[config.mk]
export PLATFORM = sky130hd
export DESIGN_NAME = uart_receiver
export DESIGN_NICKNAME = d
export VERILOG_FILES = /design/src/rtl/uart_receiver.sv
export SDC_FILE = /design/constraint.sdc
export NUM_CORES = 1
export LEC_CHECK = 0
export ABC_AREA = 1
export BUFFER_PORTS_ARGS = -buffer_cell sky130_fd_sc_hd__buf_2
export CAP_MARGIN = 20
export CORE_MARGIN = 2
export CORE_UTILIZATION = 40
export CTS_CLUSTER_DIAMETER = 40
export DETAILED_ROUTE_END_ITERATION = 6
export PLACE_DENSITY_LB_ADDON = 0.12
export SLEW_MARGIN = 20
export SYNTH_ARGS = -nofsm -noshare
export SYNTH_HDL_FRONTEND = slang
export SYNTH_SLANG_ARGS = --single-unit
[constraint.sdc]
create_clock -name clock -period 1.4 [get_ports clock]
set_clock_uncertainty 0.05 [all_clocks]
set_input_delay 0.14 -clock clock [delete_from_list [all_inputs] [get_ports clock]]
set_output_delay 0.14 -clock clock [all_outputs]
set_load 0.05 [all_outputs]
[src/rtl/uart_receiver.sv]
// uart_receiver: 8N1 UART receive stage with mid-bit sampling, valid strobe and framing-error flag.
module uart_receiver #(
    parameter int CLOCKS_PER_BIT = 16,
    parameter int COUNTER_WIDTH  = 16
) (
    input  logic       clock,
    input  logic       reset,
    input  logic       serial_connection,
    output logic [7:0] data,
    output logic       valid,
    output logic       framing_error,
    output logic       busy,
    output logic [2:0] o_receive_state,
    output logic [2:0] o_bit_index
);
    localparam logic [2:0] IDLE      = 3'd0;
    localparam logic [2:0] START     = 3'd1;
    localparam logic [2:0] DATA      = 3'd2;
    localparam logic [2:0] STOP      = 3'd3;
    localparam logic [2:0] WAIT_HIGH = 3'd4;
    localparam logic [COUNTER_WIDTH-1:0] HALF = COUNTER_WIDTH'(CLOCKS_PER_BIT / 2 - 1);
    localparam logic [COUNTER_WIDTH-1:0] FULL = COUNTER_WIDTH'(CLOCKS_PER_BIT - 1);

    logic                     sync_q, rx_s_q;
    logic [2:0]               state_q, state_d;
    logic [COUNTER_WIDTH-1:0] cnt_q, cnt_d;
    logic [2:0]               idx_q, idx_d;
    logic [7:0]               shift_q, shift_d;
    logic [7:0]               data_q, data_d;
    logic                     valid_q, valid_d;
    logic                     ferr_q, ferr_d;

    always_comb begin
        state_d = state_q;
        cnt_d   = cnt_q + 1'b1;
        idx_d   = idx_q;
        shift_d = shift_q;
        data_d  = data_q;
        valid_d = 1'b0;
        ferr_d  = 1'b0;
        case (state_q)
            IDLE: if (!rx_s_q) begin
                state_d = START;
                cnt_d   = '0;
            end
            START: if (cnt_q == HALF) begin
                cnt_d   = '0;
                idx_d   = '0;
                state_d = rx_s_q ? IDLE : DATA;
            end
            DATA: if (cnt_q == FULL) begin
                cnt_d          = '0;
                shift_d[idx_q] = rx_s_q;
                idx_d          = idx_q + 3'd1;
                state_d        = (idx_q == 3'd7) ? STOP : DATA;
            end
            STOP: if (cnt_q == FULL) begin
                cnt_d   = '0;
                state_d = rx_s_q ? IDLE : WAIT_HIGH;
                data_d  = rx_s_q ? shift_q : data_q;
                valid_d = rx_s_q;
                ferr_d  = !rx_s_q;
            end
            // a line held low after a bad stop bit must not start a new frame
            WAIT_HIGH: if (rx_s_q) begin
                state_d = IDLE;
                cnt_d   = '0;
            end
            default: begin
                state_d = IDLE;
                cnt_d   = '0;
            end
        endcase
    end

    always_ff @(posedge clock) begin
        if (reset) begin
            sync_q  <= 1'b1;
            rx_s_q  <= 1'b1;
            state_q <= IDLE;
            cnt_q   <= '0;
            idx_q   <= '0;
            shift_q <= '0;
            data_q  <= '0;
            valid_q <= 1'b0;
            ferr_q  <= 1'b0;
        end else begin
            sync_q  <= serial_connection;
            rx_s_q  <= sync_q;
            state_q <= state_d;
            cnt_q   <= cnt_d;
            idx_q   <= idx_d;
            shift_q <= shift_d;
            data_q  <= data_d;
            valid_q <= valid_d;
            ferr_q  <= ferr_d;
        end
    end

    assign data            = data_q;
    assign valid           = valid_q;
    assign framing_error   = ferr_q;
    assign busy            = state_q != IDLE;
    assign o_receive_state = state_q;
    assign o_bit_index     = idx_q;
endmodule

Yosys cells after proc, flatten, opt, wreduce, memory -nomap -nowiden --
Index checks and enable logic that the tools add are counted.
Cells by class: add/subtract/negate cells 2, order comparisons 2, equality and inequality tests 12, multiplexer cells 20, bitwise gates (word level) 2, reduce and logical (&&, ||, !) cells 11
Operators by type and width (number):
- 16-bit 2-to-1 mux | 4
- 16-bit case mux with 4 select lines | 1
- 3-bit 2-to-1 mux | 8
- 16-bit by 1-bit adder with 16-bit output, second input constant | 1
- 16-bit by 3-bit == test with 1-bit output, second input constant | 1
- 16-bit by 4-bit == test with 1-bit output, second input constant | 1
- 3-bit case mux with 5 select lines | 1
- 2-bit != test, second input constant | 5
- 8-bit bitwise mux | 1
- 3-bit by 2-bit == test with 1-bit output, second input constant | 2
- 3-bit == test, second input constant | 2
- 3-bit case mux with 2 select lines | 1
- 3-bit AND reduction | 2
- 5-bit AND reduction | 1
- 3-bit by 4-bit < comparator with 1-bit output, second input constant | 1
- 3-bit by 1-bit adder with 3-bit output, second input constant | 1
- 1-bit demux with 3-bit select | 1
- 3-bit by 1-bit == test with 1-bit output, second input constant | 1
- 3-bit by 1-bit >= comparator with 1-bit output, second input constant | 1
- 3-bit logical NOT | 1
- 3-bit nonzero test | 1
- 3-bit OR reduction | 1
- 1-bit 2-to-1 mux | 2
- 2-bit 2-to-1 mux | 1
- other kinds (6) | 7
Storage, ports and cells: register bits after elaboration 42, bits of input ports 3, output and inout port bits 17

Logic depth before layout (Yosys ltp) --
Gate-level depths: netlist (run 1).
depth after elaboration 5, gate-level depth with buffers 9, mapped depth without buffers 9

Least setup slack after synthesis (run 1) --
OpenSTA, ideal clock, no wires.
kind register -> register, start register state_q[1] (netlist: o_receive_state[1]), end register data_q[0] (netlist: data[0]), data arrival time 1.595 ns, data required time 1.234 ns, path slack -0.361 ns, stages on the path, launching flop included 8, period minus slack after synthesis 1.761 ns, cell sequence dfxtp_1 inv_1 nor2_1 nand2_1 nor3_4 inv_2 nor2_1 nor2_1
On the way: word-level cells in the longest chain between the ends 2
RTL lines:
- start, declared | line 25 | logic [2:0] state_q, state_d;
- start signal, assigned | line 90 | state_q <= state_d;
- 3-bit by 2-bit == test with 1-bit output | line 41 | case (state_q)
- 3-bit AND reduction (no source line)
- end signal, assigned | line 94 | data_q <= data_d;
- end, declared | line 29 | logic [7:0] data_q, data_d;
Every way passes these cells. A chain may end at the register's enable or synchronous reset.

Worst setup path in the final report (run 1) --
start register cnt_q[5], end register data_q[4] (netlist: data[4])
On the way: word-level cells in the longest chain between the ends 2
RTL lines:
- start, declared | line 26 | logic [COUNTER_WIDTH-1:0] cnt_q, cnt_d;
- start signal, assigned | line 91 | cnt_q <= cnt_d;
- 16-bit by 4-bit == test with 1-bit output | line 57 | STOP: if (cnt_q == FULL) begin
- 3-bit AND reduction (no source line)
Every way passes these cells.

==> run metrics, run 1 <==
status=complete, but fails checks; failing checks=negative setup slack; Post-DRT Antenna Nets=0; Reg2Reg Setup Slack=-0.14 ns; Synth cell types=25; critical path class=register to register; Tmin final=1.54 ns; CP arrival=1.69 ns; PwrDens=866 nW/um^2; hold_sp=reset; cell area after synthesis=1900 um^2; Slew Limit Fails=0; syn nets=262; largest net degree at the start of global routing=16; latest clock arrival within the worst-skew pair=0.29 ns; 1st-pass router iterations=4; final WL=4.35 mm; sequential fraction of the synthesis area=0.444; Critical R2R Launch=cnt_q[5]$_SDFF_PP0_; vias in the first global route=1519; Site Rows=25; CTS tree=built; RSZ-0062 raised after global routing=true; r2r endpoint=data[4]$_SDFFE_PP0P_; mux cell area share after synthesis=0; Leakage=1.09 nW; all-layer global routing usage=0.166; Die X=72.8 um; post-synthesis simple-gate area fraction=0.350; top_reg_cell synth=dfxtp_1; Post-Syn Instances=256; final period utilization=1.10; vias per cell=4.86; XOR/XNOR share of the synthesized area=0.0508; GRT overflow=0; DRT iter0 DRCs=94; Crit Path Max Fanout=4; HP Class=input port to register; reg2reg path depth=9; H-Tree Depth=2; first-pass GRT wire length=6.89 mm; clock sink count=42; clk root buf=clkbuf_8; Mapped Avg Cell Area=7.40 um^2; DIE AREA=5310 um^2; initial core utilization=0.407; io pins=20; largest area contributor in the netlist=dfxtp_1; Synth Area in Compound Gates=0.0700; WP data required=1.54 ns; nets=318; register bit count reported by yosys=42; chip height=72.8 um; Worst Tran Pin Value=0.482 ns; most numerous cell in the Yosys netlist=nor2_1; Final TNS setup=-3.99 ns; dominant cells by area after synthesis=dfxtp_1 44%, nor2_1 12%, nand2_1 9.1%, nand3_1 5.3%, a21oi_1 3.7%; Inserted Diodes=0; startpoint types=register; Max-Cap Viols=0; layout cell share with drive strength beyond 1=0.457; Core ar.=4660 um^2; final hold violations=0; Via Count=1782; Setup WS pre-CTS=-0.247 ns; VDD IR max=0.472 mV; RD Place Congestion=0.773; Hold EP=cnt_q[15]$_SDFF_PP0_; crit end category=register; Commonest cells post-synth=61 x nor2_1, 46 x nand2_1, 42 x dfxtp_1; antenna violations before repair=0; Post-synth EDFFs=0; IO Port Bufs=19; CTS Buf Count=5; Routed WL per cell=11.9 um; # DRC=0; Max Freq=648 MHz; Final WS setup=-0.143 ns; synth-to-layout area growth=42.0%; max_slew headroom=0.679; share of the synthesized area in the top cell type=0.444; Synth Area in Adders=0.0198; CTS clk-pin slew, worst paths=0.08 ns; Min-Delay Path Depth=4; critical path startpoint=cnt_q[5]$_SDFF_PP0_; largest family of logic cells by synthesized area=simple AND/OR/NAND/NOR gates; Setup-failing EPs final=38; fin util=0.578; HPWL after DPL=2.88 mm; Max Root-Sink Buffers=2; Ys Warns=0; Synth async-reset ratio=0
## worst max-delay path, stage by stage, from the launching register on
cell and delay [ns]:
dfxtp_1 0.36, nor2_1 0.13, nand2_2 0.10, nor2_4 0.13, nand2_4 0.07, nor3_4 0.19, buf_12 0.15, clkinvlp_4 0.11
nor2_1 0.10, nor2_1 0.05
## registers in the layout, summed over array words and instances, names as in the netlist
register	flops
cnt_q	16
framing_error	1
o_bit_index	3
valid	1
o_receive_state	3
shift_q	8
rx_s_q	1
data	8
sync_q	1
## cell type report
cell class,instances,area (um^2)
Clock buffer,5,68.8
Clock inverter,3,21.3
Fill cell,428,1970
Inverter,19,76.3
Multi-Input combinational cell,189,1180
Sequential cell,42,858
Tap cell,54,67.6
Timing Repair Buffer,54,412
Timing Repair inverter,1,7.51
## repair_timing
action	4_1_cts	5_1_grt
hold buffers	1	0
pin swaps	17	24
endpoints found under the hold margin	1	0
setup buffers	2	5
gates resized for setup	29	49
gates cloned	2	1
endpoints found under the setup margin	38	39
## power breakdown
| group | leakage, nW | switching (W) | total [W] | internal, W |
|---|---|---|---|---|
| Clock | 0.0441 | 0.000436 | 0.000786 | 0.000350 |
| Combinational | 0.699 | 0.000201 | 0.000307 | 0.000106 |
| Sequential | 0.344 | 0.0000198 | 0.00124 | 0.00122 |
## layout by cell type, fill, tap and decap left out, types with 3 or more instances in the layout
cell type,n
nand3_2,9
clkbuf_8,5
nor2_4,8
nor2_1,45
buf_6,5
dfxtp_1,32
o21ai_2,4
a21oi_2,6
or2_2,4
o21ai_0,5
nand2_1,30
dfxtp_2,8
nor2_2,14
a21oi_1,8
xor2_1,7
buf_4,26
nand2_2,16
nand2_4,3
inv_1,17
buf_2,19
xnor2_1,4
nand3_1,11
## stage by stage
stage | instance area, um^2 | total power, W | hold slack [ns] | cells
after global placement | 2250 | 0.00152 | 0.313 | 348
final | 2690 | 0.00233 | 0.164 | 367
after CTS | 2490 | 0.00237 | 0.158 | 361
after detailed placement | 2250 | 0.00152 | 0.313 | 348
after global routing | 2690 | 0.00243 | 0.180 | 367
after floorplan | 1930 | 0.00145 | 0.194 | 256
## worst max path at each step
stage               slack, ns  cells past startpoint                 endpoint
floorplan               -0.08                      8     data[0]$_SDFFE_PP0P_
global placement        -0.25                      8     data[0]$_SDFFE_PP0P_
detailed placement      -0.25                      8     data[3]$_SDFFE_PP0P_
CTS                     -0.13                     10  shift_q[0]$_SDFFE_PP0P_
global route            -0.29                      9     data[4]$_SDFFE_PP0P_
finish                  -0.14                      9     data[4]$_SDFFE_PP0P_
## routing by layer
metal | track usage | vias up | wire length (um)
met5 | 0 | - | 0
met4 | 0.0453 | 0 | 46
met3 | 0.0442 | 7 | 196
met2 | 0.233 | 37 | 1940
met1 | 0.248 | 811 | 2170
li1 | - | 927 | -
## logic make-up after synthesis
| kind of cell | after synthesis |
|---|---|
| buffers and inverters | 26 |
| XOR/XNOR | 11 |
| flip-flops | 42 |
| adder cells (fa/ha/maj) | 3 |
| AO/OA/AOI/OAI | 26 |
| AND/OR/NAND/NOR | 148 |
No activity file was read; power rests on OpenSTA's default activity.
==> inputs of run 2 (changes only) <==
Settings changed: ABC_AREA 1 to not set.
==> run 2 against run 1 <==
Net effect: the run still ends with negative setup slack left; first-iteration DRC count fell by 45%; die area fell by 0.81%; non-clock buffer count rose by 11; cell area fell by 2.6%; critical path depth fell by 2; global-route usage rose by 0.38 points; clock-buffer cell count did not move; cell count fell by 14%; synthesized cell count fell by 21%; largest cell class unchanged; highest routed layer unchanged.
==> run metrics, run 2 <==
GRT overflow=0 (unchanged); vias in the first global route=1552 (was 1519); first-pass GRT wire length=7.02 mm (was 6.89 mm); Post-Syn Instances=201 (was 256); Synth Area in Compound Gates=0.0479 (was 0.0700); max_slew headroom=0.800 (was 0.679); Synth cell types=41 (was 25); most frequent cells in the layout=40 x buf_4, 32 x nor2_1, 32 x dfxtp_1, 18 x buf_2, 16 x mux2i_1 (was 45 x nor2_1, 32 x dfxtp_1, 30 x nand2_1, 26 x buf_4, 19 x buf_2); largest area contributor in the netlist=dfxtp_1 (unchanged); RD Place Congestion=0.822 (was 0.773); clk root buf=clkbuf_8 (unchanged); antenna violations before repair=0 (unchanged); latest clock arrival within the worst-skew pair=0.29 ns (about the same); initial core utilization=0.423 (was 0.407); cell area after synthesis=1880 um^2 (was 1900 um^2); syn nets=207 (was 262); dpl cell area=2340 um^2 (was 2250 um^2); final hold violations=0 (unchanged); synth-to-layout area growth=39.6% (was 42.0%); Placed Cells=296 (was 348); Crit Path Max Fanout=8 (was 4); sequential fraction of the synthesis area=0.447 (was 0.444); share of the synthesized area in the top cell type=0.447 (was 0.444); Cell Count, Final, Fillers Out=315 (was 367); CTS tree=built (unchanged); max FFs per register=16 (unchanged); critical path class=register to register (unchanged); H-Tree Depth=2 (unchanged); Die X=72.5 um (was 72.8 um); Synth async-reset ratio=0 (unchanged); DIE AREA=5260 um^2 (was 5310 um^2); DRT iter0 DRCs=52 (was 94); HP Class=input port to register (unchanged); # DRC=0 (unchanged); slowest stage delay, CP=0.44 ns (was 0.36 ns); Leakage=1.07 nW (was 1.09 nW); Worst path slowest cell=or3b_4 (was dfxtp_1); Routed WL per cell=13.2 um (was 11.9 um); crit-path cells=ha_4, and3_4, a41oi_2, a211oi_2, or3b_4, clkbuf_16, nor2_1 (was nor2_1, nand2_2, nor2_4, nand2_4, nor3_4, buf_12, clkinvlp_4, nor2_1, nor2_1); Core ar.=4440 um^2 (was 4660 um^2); Register Area=863 um^2 (was 858 um^2); number of fill cells in the layout=395 (was 428); 1st-pass router iterations=4 (unchanged); Post-synth EDFFs=0 (unchanged); post-synthesis simple-gate area fraction=0.294 (was 0.350); crit end category=register (unchanged); HPWL after DPL=2.78 mm (was 2.88 mm); VDD IR max=0.592 mV (was 0.472 mV); final period utilization=1.25 (was 1.10); clock sink count=42 (unchanged); Final WS setup=-0.354 ns (was -0.143 ns); worst hold slack=0.245 ns (was 0.164 ns); Commonest cells post-synth=44 x nor2_1, 42 x dfxtp_1, 16 x mux2i_1 (was 61 x nor2_1, 46 x nand2_1, 42 x dfxtp_1); IO Port Bufs=19 (unchanged); Inserted Diodes=0 (unchanged); largest reg by FF count=cnt_q (unchanged); nets=268 (was 318); Via Count=1630 (was 1782); final instance area=2620 um^2 (was 2690 um^2); startpoint types=register (unchanged); Worst Tran Pin Value=0.299 ns (was 0.482 ns); Max-Cap Viols=0 (unchanged); Final TNS setup=-10.65 ns (was -3.99 ns); PwrDens=902 nW/um^2 (was 866 nW/um^2); Max Root-Sink Buffers=2 (unchanged); Setup-failing EPs final=38 (unchanged); dominant cells by area after synthesis=dfxtp_1 45%, nor2_1 8.8%, mux2i_1 8.5%, xnor2_1 4.7%, nand4_1 3.3% (was dfxtp_1 44%, nor2_1 12%, nand2_1 9.1%, nand3_1 5.3%, a21oi_1 3.7%); RSZ-0062 raised after global routing=true (unchanged); mux cell area share after synthesis=0.0852 (was 0); XOR/XNOR share of the synthesized area=0.0699 (was 0.0508); Slew Limit Fails=0 (unchanged); register bit count reported by yosys=42 (unchanged); Max Freq=570 MHz (was 648 MHz); area taken by multi-input logic gates=1090 um^2 (was 1180 um^2); WP data required=1.58 ns (was 1.54 ns); largest net degree at the start of global routing=27 (was 16); most numerous cell in the Yosys netlist=nor2_1 (unchanged); all-layer global routing usage=0.170 (was 0.166); io pins=20 (unchanged); layout cell share with drive strength beyond 1=0.437 (was 0.457); CTS clk-pin slew, worst paths=0.08 ns (about the same); CP arrival=1.93 ns (was 1.69 ns); Mapped Avg Cell Area=9.35 um^2 (was 7.40 um^2); Post-DRT Antenna Nets=0 (unchanged); Site Rows=24 (was 25); Tmin final=1.75 ns (was 1.54 ns); Power Total=0.00237 W (was 0.00233 W); vias per cell=5.17 (was 4.86); CTS Buf Count=5 (unchanged); Synth Area in Adders=0.0200 (was 0.0198); most common cell after layout, fill and taps aside=buf_4 (was nor2_1); final WL=4.17 mm (was 4.35 mm); top_reg_cell synth=dfxtp_1 (unchanged); Ys Warns=0 (unchanged); failing checks=negative setup slack (unchanged); status=complete, but fails checks (unchanged); chip height=72.5 um (was 72.8 um); largest family of logic cells by synthesized area=simple AND/OR/NAND/NOR gates (unchanged)
run 2: kinds of logic (layout without fill, tap and decap cells):
family / count (synthesis) / in the layout
AO/OA/AOI/OAI: 12 / 12
XOR/XNOR: 15 / 15
adder cells (fa/ha/maj): 3 / 3
buffers and inverters: 14 / 76
flip-flops: 42 / 42
multiplexers: 16 / 16
AND/OR/NAND/NOR: 99 / 99
run 2: where the power goes:
group          total (W)  switching [W]  internal [W]  leakage, nW
clock network   0.000778       0.000427      0.000350       0.0441
logic           0.000350       0.000173      0.000177        0.685
registers        0.00124      0.0000265       0.00121        0.345
run 2: stage by stage:
step / worst slack [ns] / utilization
floorplan: -0.341 / -
global placement: -0.316 / 0.526
detailed placement: -0.368 / 0.526
CTS: -0.302 / 0.568
global route: -0.476 / 0.590
finish: -0.354 / 0.590
run 2: routing by layer:
| metal | GRT usage | share of wire | vias up |
|---|---|---|---|
| met5 | 0 | 0 | - |
| met4 | 0.0556 | 0.012 | 0 |
| met3 | 0.0542 | 0.034 | 6 |
| met2 | 0.268 | 0.47 | 30 |
| met1 | 0.220 | 0.49 | 762 |
| li1 | - | - | 832 |
run 2: path summary, 6_finish.rpt:
check,from,to,slack (ns),depth (start not counted)
worst min register to register,sync_q$_SDFF_PP1_,rx_s_q$_SDFF_PP1_,0.36,1
worst max register to register,cnt_q[1]$_SDFF_PP0_,cnt_q[0]$_SDFF_PP0_,-0.35,7
worst min-delay path,reset,cnt_q[15]$_SDFF_PP0_,0.24,4
worst max-delay path,cnt_q[1]$_SDFF_PP0_,cnt_q[0]$_SDFF_PP0_,-0.35,7
run 2: final cells by class:
type                       instances  share of cell area
inverter                           3             0.00429
sequential                        42               0.329
timing repair buffer              65               0.192
clock inverter                     3             0.00811
multi-input combinational        145               0.416
tap                               52              0.0248
clock buffer                       5              0.0262
run 2: timing repair:
item	4_1_cts	5_1_grt
hold buffers	1	0
setup buffers	5	4
gates resized for setup	16	17
cloned	0	1
hold endpoints to repair	1	0
pin swaps	3	7
endpoints found under the setup margin	39	40
run 2: critical path: cells and delay by family, from the launching register on:
family                     cells  cell delay (ns)
AOI/OAI and AO/OA              2             0.23
and+or+nand+nor                3             0.71
buffers and inverters          1             0.19
adders and majority gates      1             0.17
DFF                            1             0.34
